<file path="src/rtl/irq_arbiter.sv">
// External interrupt arbiter: edge-captured pending bits, fixed-priority pick,
// REQ/SERVICE handshake with the CSR unit and a 4-word configuration port.
//
// state   | meaning
// IDLE    | no request outstanding; latch the winner when one exists
// REQ     | meip_o high, waiting for trap-entry acknowledge
// SERVICE | source claimed; waiting for a matching COMPLETE write
module irq_arbiter #(
  parameter int N_SRC = 8,
  parameter int ID_W  = 3
) (
  input  logic              clk_i,
  input  logic              reset_i,
  input  logic [N_SRC-1:0]  irq_src_i,
  input  logic              ack_i,
  input  logic              cfg_wen_i,
  input  logic [1:0]        cfg_addr_i,
  input  logic [31:0]       cfg_data_i,
  output logic [31:0]       cfg_data_o,
  output logic              meip_o,
  output logic [ID_W-1:0]   irq_id_o
);

  localparam logic [1:0] ADDR_ENABLE   = 2'd0;
  localparam logic [1:0] ADDR_PENDING  = 2'd1;
  localparam logic [1:0] ADDR_CLAIM    = 2'd2;
  localparam logic [1:0] ADDR_COMPLETE = 2'd3;

  if (N_SRC < 1 || N_SRC > 31) begin : g_bad_nsrc
    $error("irq_arbiter: N_SRC must be in 1..31");
  end
  if (N_SRC > (2 ** ID_W)) begin : g_bad_idw
    $error("irq_arbiter: ID_W too narrow for N_SRC");
  end

  typedef enum logic [1:0] {
    S_IDLE    = 2'd0,
    S_REQ     = 2'd1,
    S_SERVICE = 2'd2
  } state_t;

  state_t            state_q, state_d;
  logic [ID_W-1:0]   id_q, id_d;
  logic [N_SRC-1:0]  sync_q1, sync_q2, sync_q3;
  logic [N_SRC-1:0]  pending_q, pending_d;
  logic [N_SRC-1:0]  enable_q;
  logic [N_SRC-1:0]  rise;
  logic [N_SRC-1:0]  id_mask;
  logic [N_SRC-1:0]  req_vec;
  logic [ID_W-1:0]   winner;
  logic              any_req;
  logic              cur_pending;
  logic              cur_enable;
  logic              claim_clr;
  logic              complete_hit;
  logic [31:0]       rd_data;
  logic              unused_cfg;

  assign unused_cfg = ^cfg_data_i;

  // Two synchronizer stages, the third stage only serves edge detection.
  always_ff @(posedge clk_i or posedge reset_i) begin
    if (reset_i) begin
      sync_q1 <= '0;
      sync_q2 <= '0;
      sync_q3 <= '0;
    end else begin
      sync_q1 <= irq_src_i;
      sync_q2 <= sync_q1;
      sync_q3 <= sync_q2;
    end
  end

  assign rise = sync_q2 & ~sync_q3;

  assign req_vec = pending_q & enable_q;
  assign any_req = |req_vec;

  always_comb begin
    winner = '0;
    for (int k = N_SRC - 1; k >= 0; k--) begin
      if (req_vec[k]) winner = ID_W'(k);
    end
  end

  // Mask form avoids indexing past N_SRC when ID_W is wider than needed.
  assign id_mask     = N_SRC'(1) << id_q;
  assign cur_pending = |(pending_q & id_mask);
  assign cur_enable  = |(enable_q & id_mask);

  assign complete_hit = cfg_wen_i && (cfg_addr_i == ADDR_COMPLETE) &&
                        (cfg_data_i[ID_W-1:0] == id_q);

  always_comb begin
    state_d   = state_q;
    id_d      = id_q;
    claim_clr = 1'b0;
    unique case (state_q)
      S_IDLE: begin
        if (any_req) begin
          id_d    = winner;
          state_d = S_REQ;
        end
      end
      S_REQ: begin
        if (ack_i) begin
          claim_clr = 1'b1;
          state_d   = S_SERVICE;
        end else if (!cur_enable || !cur_pending) begin
          state_d = S_IDLE;
        end
      end
      S_SERVICE: begin
        if (complete_hit) state_d = S_IDLE;
      end
      default: state_d = S_IDLE;
    endcase
  end

  // A fresh edge on the claimed source wins over the claim clear.
  always_comb begin
    pending_d = pending_q;
    if (claim_clr) pending_d = pending_d & ~id_mask;
    pending_d = pending_d | rise;
  end

  always_ff @(posedge clk_i or posedge reset_i) begin
    if (reset_i) begin
      state_q   <= S_IDLE;
      id_q      <= '0;
      pending_q <= '0;
    end else begin
      state_q   <= state_d;
      id_q      <= id_d;
      pending_q <= pending_d;
    end
  end

  always_ff @(posedge clk_i or posedge reset_i) begin
    if (reset_i) begin
      enable_q <= '0;
    end else if (cfg_wen_i && (cfg_addr_i == ADDR_ENABLE)) begin
      enable_q <= cfg_data_i[N_SRC-1:0];
    end
  end

  always_comb begin
    rd_data = '0;
    unique case (cfg_addr_i)
      ADDR_ENABLE:  rd_data = 32'(enable_q);
      ADDR_PENDING: rd_data = 32'(pending_q);
      ADDR_CLAIM: begin
        if (state_q == S_SERVICE) begin
          rd_data[ID_W-1:0] = id_q;
          rd_data[31]       = 1'b1;
        end
      end
      default: rd_data = '0;
    endcase
  end

  always_ff @(posedge clk_i or posedge reset_i) begin
    if (reset_i) begin
      cfg_data_o <= '0;
    end else begin
      cfg_data_o <= rd_data;
    end
  end

  assign meip_o   = (state_q == S_REQ);
  assign irq_id_o = id_q;

endmodule

</file>
<file path="config.mk">
export PLATFORM = sky130hd
export DESIGN_NAME = irq_arbiter
export DESIGN_NICKNAME = d
export VERILOG_FILES = /design/src/rtl/irq_arbiter.sv
export SDC_FILE = /design/constraint.sdc
export NUM_CORES = 1
export LEC_CHECK = 0
export BUFFER_PORTS_ARGS = -buffer_cell sky130_fd_sc_hd__buf_2
export CAP_MARGIN = 40
export CORE_UTILIZATION = 55
export CTS_BUF_LIST = sky130_fd_sc_hd__clkbuf_4 sky130_fd_sc_hd__clkbuf_8
export CTS_CLUSTER_SIZE = 12
export DETAILED_ROUTE_END_ITERATION = 8
export MAX_ROUTING_LAYER = met4
export PLACE_DENSITY = 0.95
export SLEW_MARGIN = 15
export SYNTH_ARGS = -nofsm -noshare
export SYNTH_HDL_FRONTEND = slang
export SYNTH_SLANG_ARGS = --single-unit
export TNS_END_PERCENT = 1
</file>
<file path="constraint.sdc">
create_clock -name clk_i -period 2.03 [get_ports clk_i]
set_input_delay 0.1015 -clock clk_i [delete_from_list [all_inputs] [get_ports clk_i]]
set_output_delay 0.1015 -clock clk_i [all_outputs]
set_load 0.005 [all_outputs]
</file>
Word-level counts from Yosys, hierarchy flattened. Cells that the tools add are included.

Bitwise logic cells: 8. Equal/unequal tests: 9. Shifts and indexed selects: 1. Reduce and logical (&&, ||, !) cells: 13. Multiplexer cells: 21.

Operator list (number): $and 8x8->8 (5); $mux 3 (9); $reduce_or 8->1 (3); $not 8->8 (2); $pmux 5 s2 (1); $pmux 3 s3 (1); $mux 2 (4); $mux 8 (1); $or 8x8->8 (1); $shl 1x3->8 const A (1); $eq 2x2->1 const B (3); $pmux 2 s3 (1); $eq 2x1->1 const B (2); $logic_not 2->1 (2); $mux 1 (4); $ne 2x2->1 const B (2); $eq 3x3->1 (1); $logic_and 1x1->1 (3); $ne 3x2->1 const B (1); $reduce_and 3->1 (1); $logic_not 1->1 (2); $reduce_and 2->1 (1); $logic_or 1x1->1 (1).

Register bits after elaboration: 77. Logic and storage cells: 60.

Depth between registers and ports, before layout. Gate-level depths: netlist (run 1).

Word-level depth: 9. Mapped depth: 5. Depth with buffers taken out: 4.

Worst setup path after synthesis (run 1). OpenSTA, ideal clock, no wires.

Path kind: register to register. From: reg id_q[2] (netlist: irq_id_o[2]). To: reg state_q[0]. Period minus slack after synthesis: 1340 ps. Setup slack: 690 ps. Cell stages (with the launch flop): 6. Arrival: 1216 ps. Cell sequence: dfrtp_1 -> buf_6 -> nor2b_1 -> a221o_2 -> a21oi_1 -> o31ai_1.

Longest elaborated chain between the ends: 7. Elaborated cells on any way between the ends: 13.

RTL lines: start: declaration (RTL line 43) `logic [ID_W-1:0] id_q, id_d;`; start signal: assignment (RTL line 134) `id_q <= id_d;`; $shl 1x3->8 (RTL line 87) `assign id_mask = N_SRC'(1) << id_q;`; $and 8x8->8 (on tied branches) (RTL line 89, 88); $reduce_or 8->1 (on tied branches) (RTL line 89, 88); $logic_not 1->1 (RTL line 109) `end else if (!cur_enable || !cur_pending) begin`; $logic_or 1x1->1 (RTL line 109); $ne 3x2->1 (no source line); $reduce_and 3->1 (no source line) (*); end signal: assignment (RTL line 133) `state_q <= state_d;`; end: declaration (RTL line 42) `state_t state_q, state_d;`.

Mark *: on every way between the ends. The rest lies on a longest branch, timed or not. A chain may end at the register's enable or synchronous reset.

Worst setup path in the final report (run 1).
From: reg id_q[0] (netlist: irq_id_o[0]). To: reg state_q[0].

Same word-level chain as after synthesis.

==> impl_metrics.tcl, run 1 <==
set metrics [dict create \
    drv_slew 0 \
    cts_resized 0 \
    grt_max_degree 29 \
    finalWorstPathRequiredPeriod_ps 1620 \
    start_util_pct 57.4 \
    synth-edff-count 0 \
    ys_seq_area_share_pct 58.9 \
    holdBufCountCts 9 \
    dp_hpwl_um 2740 \
    timing.final.crit_share_pct 80.0 \
    hold_depth 2 \
    cts_buffers 5 \
    overflow 0 \
    crit_path_start_kind "register" \
    vdd_ir_drop_max_uv 649 \
    syn_inst 191 \
    firstDrtPassIters 4 \
    rsz0062_at_grt "false" \
    cts_max_level 2 \
    relSlewSlack_pct 58.2 \
    remaining_drc_errors 0 \
    final_antenna_net_count 0 \
    power.total_w 0.00278 \
    status "finished clean" \
    die-area_um2 4440 \
    wl_per_cell_um 14.0 \
    placed_area_um2 2420 \
    antenna_found_initial 0 \
    grt_pass1_vias 1480 \
    clkTransAtPathRegs_ps 90 \
    netlist_area_um2 2300 \
    r2r_setup_slack_ps 410 \
    ys.flop_type "dfrtp_1" \
    fp.dieH_um 66.6 \
    p_leak_nw 1.23 \
    finalHoldViolations 0 \
    hp-start "cfg_data_i[6]" \
    clock_sinks 54 \
    drt-vias-per-instance 5.21 \
    tritoncts "yes" \
    port-buffer-count 34 \
    cp.arrival_ps 1810 \
    rows 23 \
    required_ps 2220 \
    syn_to_final_growth_pct 13.4 \
    avgSynthCellArea_um2 12.0 \
    die_w_um 66.6 \
    ys_ff_latch 54 \
    synthArstFlopShare_pct 100 \
    r2r-end "state_q[0]$_DFFE_PP0P_" \
    final_area_um2 2600 \
    min_path_type "input pin to register" \
    gp_congestion 0.911 \
    reg2reg_depth 3 \
    grt_pass1_wl_um 6700 \
    finalWirelength_um 4000 \
    drive_gt1_share_pct 23.6 \
    groute.usage.overall_pct 21.6 \
    critPathKind "register to register" \
    vias 1495 \
    fin_nets 282 \
    setup_viol 0 \
    cts_buffer_depth 2 \
    cts.root.buffer_cell "clkbuf_8" \
    insertion_delay_ps 300 \
    finalClockSkew_ps 5.21 \
    synth.distinct_cells 31 \
    critPathMaxFanout 10 \
    fmax_ghz 0.616 \
    finalSetupTns_ps 0 \
    r2r_start "irq_id_o[0]$_DFFE_PP0P_" \
    crit_path_end_kind "register" \
    ios 82 \
    power_density_nw_per_um2 1070 \
    yosysWarnings 0 \
    core_region_area_um2 4000 \
    min_to "enable_q[6]$_DFFE_PP0P_" \
    worstMarginPinSlew_ps 624 \
    cts_setup_buffers 0 \
    drv_cap 0 \
    n_antenna_cell 0 \
    drtIter0Drc 65 \
]
-- critical path, stage by stage, from the launching register on --
cell,delay [ps]
dfrtp_1,630
mux4_1,610
nor2b_1,160
o31ai_1,100
-- placed cells by master, fill, tap and decap left out, drive strengths merged, types with 4 or more instances in the layout --
master,instances
conb,23
nand2,12
a22oi,4
a21oi,5
o21ai,21
dlygate4sd3,9
nor2b,4
inv,12
nor2,6
clkbuf,7
dfrtp,54
mux2i,10
mux2,8
buf,35
-- power breakdown --
part	switching (W)	internal [W]
sequential	0.000237	0.00124
combinational	0.000339	0.000349
clock	0.000322	0.000289
-- how the worst max path moves through the flow --
stage / start / to / cells after the start
5_1_grt: irq_id_o[0]$_DFFE_PP0P_ / state_q[0]$_DFFE_PP0P_ / 3
4_1_cts: irq_id_o[0]$_DFFE_PP0P_ / state_q[0]$_DFFE_PP0P_ / 3
2_1_floorplan: reset_i / cfg_data_o[0]$_DFF_PP0_ / 1
3_3_place_gp: irq_id_o[0]$_DFFE_PP0P_ / state_q[0]$_DFFE_PP0P_ / 3
6_report: irq_id_o[0]$_DFFE_PP0P_ / state_q[0]$_DFFE_PP0P_ / 3
3_5_place_dp: irq_id_o[0]$_DFFE_PP0P_ / state_q[0]$_DFFE_PP0P_ / 3
-- sequential cells by signal, summed over array words and instances (netlist names) --
register    flops
cfg_data_o      9
enable_q        8
irq_id_o        3
pending_q       8
state_q         2
sync_q1         8
sync_q2         8
sync_q3         8
-- cell usage after synthesis (2+ instances only) --
| master | count | area (µm²) |
|---|---|---|
| mux2_2 | 8 | 90.1 |
| dfrtp_1 | 54 | 1350 |
| a21oi_1 | 5 | 25.0 |
| mux2i_1 | 10 | 100 |
| o31ai_1 | 2 | 15.0 |
| nand3_1 | 3 | 15.0 |
| a22oi_1 | 4 | 30.0 |
| inv_1 | 12 | 45.0 |
| nor2b_1 | 4 | 25.0 |
| nor3b_2 | 2 | 25.0 |
| nor2_1 | 6 | 22.5 |
| buf_4 | 24 | 180 |
| buf_6 | 2 | 22.5 |
| nand2_1 | 12 | 45.0 |
| xor2_1 | 3 | 26.3 |
| o21ai_0 | 21 | 105 |
| buf_2 | 2 | 10.0 |
| a32o_1 | 2 | 20.0 |
| nand2b_1 | 3 | 18.8 |
-- cells by family after synthesis --
logic type | after synthesis | share of synthesized area [%]
compound gates | 40 | 10.8
xor+xnor | 3 | 1.14
buf+inv | 40 | 11.2
flops | 54 | 58.9
mux | 20 | 10.4
other cells | 1 | 0.163
simple gates | 33 | 7.41
-- cell type report --
cell class                      instances  area, µm²
Clock inverter                          1       5.00
Clock buffer                            7       90.1
Multi-Input combinational cell        119        769
Timing Repair Buffer                   44        280
Inverter                               12       45.0
Fill cell                             303       1400
Sequential cell                        54       1350
Tap cell                               50       62.6
-- layer usage --
metal | vias up | global-route usage (%) | part of all wire, % | routed length, µm
met4 | 0 | 10.9 | 1.1 | 44
met1 | 727 | 24.1 | 43 | 1710
met5 | - | - | 0 | 0
met3 | 6 | 4.45 | 5.1 | 205
met2 | 64 | 36.5 | 51 | 2040
li1 | 698 | - | - | -
-- through the flow --
step | utilization [%] | hold WS [ps] | cells | setup slack (ps)
after floorplan | - | 133 | 213 | 614
after global placement | 60.5 | 177 | 270 | 468
after detailed placement | 60.5 | 208 | 270 | 464
after CTS | 65.1 | 12.7 | 287 | 442
after global routing | 65.1 | 22.8 | 287 | 334
final | 65.1 | 24.9 | 287 | 405
No activity file was read; power rests on OpenSTA's default activity.
==> run 2: changes to the inputs <==
--- a/config.mk
+++ b/config.mk
@@ -7,12 +7,12 @@
 export LEC_CHECK = 0
 export BUFFER_PORTS_ARGS = -buffer_cell sky130_fd_sc_hd__buf_2
 export CAP_MARGIN = 40
-export CORE_UTILIZATION = 55
+export CORE_UTILIZATION = 46
 export CTS_BUF_LIST = sky130_fd_sc_hd__clkbuf_4 sky130_fd_sc_hd__clkbuf_8
 export CTS_CLUSTER_SIZE = 12
 export DETAILED_ROUTE_END_ITERATION = 8
 export MAX_ROUTING_LAYER = met4
-export PLACE_DENSITY = 0.95
+export PLACE_DENSITY = 0.88
 export SLEW_MARGIN = 15
 export SYNTH_ARGS = -nofsm -noshare
 export SYNTH_HDL_FRONTEND = slang
==> constraint.sdc (replaced) <==
create_clock -name clk_i -period 1.3 [get_ports clk_i]
set_input_delay 0.065 -clock clk_i [delete_from_list [all_inputs] [get_ports clk_i]]
set_output_delay 0.065 -clock clk_i [all_outputs]
set_load 0.005 [all_outputs]
==> impl_metrics.tcl, run 2 (same netlist as run 1, synthesis figures left out) <==
set metrics [dict create \
    status "finished, violations left" \
    violations "setup timing" \
    layout_common_cells "dfrtp_1, buf_2, buf_4" \
    fin_nets 313 \
    final_antenna_net_count 0 \
    pwr-share-clk_pct 19.7 \
    drt-vias-per-instance 4.72 \
    whs_ps 7.61 \
    cts_buffer_depth 2 \
    groute.usage.overall_pct 18.4 \
    overflow 0 \
    drive_gt1_share_pct 36.9 \
    clkTransAtPathRegs_ps 100 \
    grt_max_degree 55 \
    drv_cap 0 \
    fin_ws_ps -25.3 \
    regMostFlops "cfg_data_o" \
    die_w_um 72.7 \
    drv_slew 0 \
    critPathMaxFanout 5 \
    insertion_delay_ps 310 \
    largest_reg_flops 9 \
    die-area_um2 5280 \
    power_density_nw_per_um2 1720 \
    ios 82 \
    critPathKind "register to register" \
    clock_sinks 54 \
    cts.root.buffer_cell "clkbuf_8" \
    required_ps 1510 \
    syn_to_final_growth_pct 28.6 \
    cp_cell_sequence "mux4_1 -> nor2b_1 -> o31ai_2" \
    setup_viol 1 \
    firstDrtPassIters 4 \
    p_sw_share_pct 33.0 \
    cts_max_level 2 \
    n_antenna_cell 0 \
    crit_path_start_kind "register" \
    vdd_ir_drop_max_uv 938 \
    drtIter0Drc 126 \
    finalWirelength_um 4370 \
    seqPwrFrac_pct 44.1 \
    r2r_setup_slack_ps -30 \
    tritoncts "yes" \
    cp.arrival_ps 1530 \
    dp_hpwl_um 3050 \
    finalClockSkew_ps 5.07 \
    slowest_delay_ps 560 \
    finalNonFillerCells 335 \
    final_util_pct 62.1 \
    r2r_start "irq_id_o[0]$_DFFE_PP0P_" \
    fp.dieH_um 72.7 \
    start_util_pct 48.3 \
    grt_pass1_vias 1505 \
    rows 25 \
    p_switching_w 0.00168 \
    cts_buffers 5 \
    min_to "enable_q[0]$_DFFE_PP0P_" \
    placedCellCount 310 \
    hold_depth 2 \
    finalHoldViolations 0 \
    cp_slowest_cell "mux4_1" \
    p_comb_share_pct 36.2 \
    antenna_found_initial 0 \
    fmax_ghz 0.755 \
    reg2reg_depth 3 \
    port-buffer-count 34 \
    finalWorstPathRequiredPeriod_ps 1330 \
    core_region_area_um2 4750 \
    power.total_w 0.00507 \
    internal_power_w 0.00340 \
    gp_congestion 0.879 \
    vias 1580 \
    crit_path_end_kind "register" \
    min_path_type "input pin to register" \
    r2r-end "state_q[0]$_DFFE_PP0P_" \
    mostFrequentLayoutCell "dfrtp_1" \
    finalSetupTns_ps -25.3 \
    remaining_drc_errors 0 \
    grt_pass1_wl_um 6880 \
    rsz0062_at_grt "true" \
    p_leak_nw 1.38 \
    timing.final.crit_share_pct 102 \
    hp-start "cfg_data_i[0]" \
    wl_per_cell_um 13.1 \
]
-- run 2: cell type report --
class	count	area, µm²
clock buffers	6	82.6
clock inverters	2	16.3
fillers	386	1800
inverters	12	48.8
multi-input cells	119	837
flip-flops and latches	54	1360
well taps	67	83.8
repair buffers	75	526
-- run 2: worst max path at each step --
| stage | start | endpoint | slack (ps) |
|---|---|---|---|
| CTS | irq_id_o[2]$_DFFE_PP0P_ | state_q[0]$_DFFE_PP0P_ | -50 |
| finish | irq_id_o[0]$_DFFE_PP0P_ | state_q[0]$_DFFE_PP0P_ | -30 |
| global route | irq_id_o[0]$_DFFE_PP0P_ | state_q[0]$_DFFE_PP0P_ | -80 |
| global placement | irq_id_o[2]$_DFFE_PP0P_ | state_q[0]$_DFFE_PP0P_ | -50 |
| detailed placement | irq_id_o[0]$_DFFE_PP0P_ | state_q[1]$_DFFE_PP0P_ | -60 |
| floorplan | irq_id_o[2]$_DFFE_PP0P_ | state_q[0]$_DFFE_PP0P_ | -40 |
-- run 2: critical path: cells and delay by family, from the launching register on --
| family | cells | cell delay (ps) |
|---|---|---|
| AO/OA/AOI/OAI | 1 | 70 |
| flip-flops | 1 | 430 |
| multiplexers | 1 | 560 |
| AND/OR/NAND/NOR | 1 | 150 |
-- run 2: stage by stage --
stage / instance area [µm²] / setup WS [ps]
3_3_place_gp: 2620 / -49.5
4_1_cts: 2870 / -52.8
5_1_grt: 2950 / -76.0
3_5_place_dp: 2620 / -63.7
6_report: 2950 / -25.3
2_1_floorplan: 2380 / -40.5
-- run 2: power groups by stage --
stage	registers (W)	logic [W]	clock network, W
floorplan	0.00216	0.000968	0
global placement	0.00222	0.00153	0
detailed placement	0.00223	0.00154	0
CTS	0.00220	0.00162	0.00102
global route	0.00227	0.00202	0.00108
finish	0.00223	0.00184	0.000999
-- run 2: what timing repair did --
action	4_1_cts	5_1_grt
pin swaps	3	6
gates resized for setup	6	21
setup endpoints to repair	5	14
buffers inserted	0	3
hold buffers	14	0
hold endpoints to repair	67	0
-- run 2: routing by layer --
metal / track usage, % / part of all wire [%] / vias up
met1: 20.8 / 41 / 757
met3: 3.87 / 5.8 / 6
met4: 8.28 / 1.4 / 0
met2: 31.5 / 51 / 56
met5: - / 0 / -
li1: - / - / 761
==> run 3: changes to the inputs <==
--- a/config.mk
+++ b/config.mk
@@ -12,9 +12,7 @@
 export CTS_CLUSTER_SIZE = 12
 export DETAILED_ROUTE_END_ITERATION = 8
 export MAX_ROUTING_LAYER = met4
-export PLACE_DENSITY = 0.88
-export SLEW_MARGIN = 15
+export PLACE_DENSITY_LB_ADDON = 0.12
 export SYNTH_ARGS = -nofsm -noshare
 export SYNTH_HDL_FRONTEND = slang
 export SYNTH_SLANG_ARGS = --single-unit
-export TNS_END_PERCENT = 1
==> impl_metrics.tcl, run 3 (same netlist as run 1, synthesis figures left out) <==
set metrics [dict create \
    drive_gt1_share_pct 34.7 \
    final_area_um2 2930 \
    syn_to_final_growth_pct 27.5 \
    hold_depth 2 \
    rsz0062_at_grt "true" \
    fill_cells 390 \
    die-area_um2 5280 \
    antenna_found_initial 0 \
    p_leak_nw 1.37 \
    vdd_ir_drop_max_uv 991 \
    vias 1607 \
    fmax_ghz 0.718 \
    wl_per_cell_um 13.9 \
    multi_input_area_um2 821 \
    grt_pass1_wl_um 7290 \
    hp-start "cfg_data_i[1]" \
    critPathMaxFanout 5 \
    placed_area_um2 2620 \
    grt_pass1_vias 1632 \
    clkTransAtPathRegs_ps 90 \
    finalWirelength_um 4610 \
    tritoncts "yes" \
    r2r-end "state_q[0]$_DFFE_PP0P_" \
    seqCellArea_um2 1350 \
    met1_length_um 1880 \
    reg2reg_depth 5 \
    remaining_drc_errors 0 \
    drt-vias-per-instance 4.84 \
    die_w_um 72.7 \
    cts_buffers 5 \
    dp_hpwl_um 3240 \
    power_density_nw_per_um2 1730 \
    cp.arrival_ps 1600 \
    setup_viol 1 \
    crit_path_end_kind "register" \
    cts_max_level 2 \
    cts.root.buffer_cell "clkbuf_8" \
    r2r_setup_slack_ps -90 \
    clock_sinks 54 \
    firstDrtPassIters 4 \
    drtIter0Drc 86 \
    cts_buffer_depth 2 \
    fin_nets 310 \
    final_util_pct 61.6 \
    cts_setup_buffers 0 \
    finalClockSkew_ps 5.24 \
    groute.usage.overall_pct 19.4 \
    status "finished, violations left" \
    dp_slack_ps -120 \
    ios 82 \
    insertion_delay_ps 310 \
    drv_cap 0 \
    port-buffer-count 34 \
    core_region_area_um2 4750 \
    final_antenna_net_count 0 \
    min_path_type "input pin to register" \
    start_util_pct 48.3 \
    wl_met2_um 2420 \
    regMostFlops "cfg_data_o" \
    grt_max_degree 55 \
    overflow 0 \
    rows 25 \
    timing.final.crit_share_pct 107 \
    n_antenna_cell 0 \
    largest_reg_flops 9 \
    crit_path_start_kind "register" \
    highest-signal-layer "met4" \
    r2r_start "irq_id_o[0]$_DFFE_PP0P_" \
    layout_common_cells "dfrtp_1, buf_2, conb_1, buf_4, o21ai_0" \
    drv_slew 0 \
    required_ps 1510 \
    gp_congestion 0.907 \
    dr_wl_met3_um 210 \
    fin_ws_ps -92.6 \
    critPathKind "register to register" \
    violations "setup timing" \
    finalWorstPathRequiredPeriod_ps 1390 \
    finalSetupTns_ps -92.6 \
    mostFrequentLayoutCell "dfrtp_1" \
    finalHoldViolations 0 \
    fp.dieH_um 72.7 \
    min_to "enable_q[1]$_DFFE_PP0P_" \
]
==> run 3: area by class of cell <==
cell class | instances | area share, %
Timing Repair Buffer | 72 | 17.2
Multi-Input combinational cell | 119 | 28.0
Tap cell | 67 | 2.86
Clock buffer | 5 | 2.35
Clock inverter | 3 | 1.62
Inverter | 12 | 1.67
Sequential cell | 54 | 46.3
==> run 3: worst max-delay path by stage <==
stage	from	end	slack (ps)	cells past startpoint
after CTS	irq_id_o[0]$_DFFE_PP0P_	state_q[0]$_DFFE_PP0P_	-60	3
after global placement	irq_id_o[0]$_DFFE_PP0P_	state_q[1]$_DFFE_PP0P_	-110	4
after global routing	irq_id_o[0]$_DFFE_PP0P_	state_q[0]$_DFFE_PP0P_	-130	5
after detailed placement	irq_id_o[0]$_DFFE_PP0P_	state_q[0]$_DFFE_PP0P_	-120	3
final	irq_id_o[0]$_DFFE_PP0P_	state_q[0]$_DFFE_PP0P_	-90	5
after floorplan	irq_id_o[0]$_DFFE_PP0P_	state_q[0]$_DFFE_PP0P_	-40	4
==> run 3: routing by layer <==
layer / global-route usage (%) / vias to the layer above
met5: - / -
met2: 33.6 / 56
met1: 20.8 / 789
met4: 8.71 / 0
li1: - / 753
met3: 4.97 / 9
==> run 3: critical path, cell delays in order (launching register included) <==
cell	delay [ps]
dfrtp_2	470
buf_4	160
mux2i_1	120
o22ai_1	210
a21oi_2	50
o31ai_1	280
==> run 3: what timing repair did <==
action	CTS	global route
resized for setup	6	12
endpoints found under the setup margin	7	14
pin swaps	1	3
endpoints found under the hold margin	67	0
hold buffers	14	0
==> run 3: stage by stage <==
stage	hold slack, ps	power [W]	std cells
global route	12.0	0.00536	332
CTS	4.37	0.00498	332
finish	6.97	0.00506	332
global placement	150	0.00374	310
detailed placement	160	0.00377	310
floorplan	96.4	0.00314	213
==> run 3: power breakdown <==
part	switching, W	internal, W	total (W)
clock	0.000544	0.000583	0.00113
sequential	0.000284	0.00195	0.00223
combinational	0.000817	0.000885	0.00170
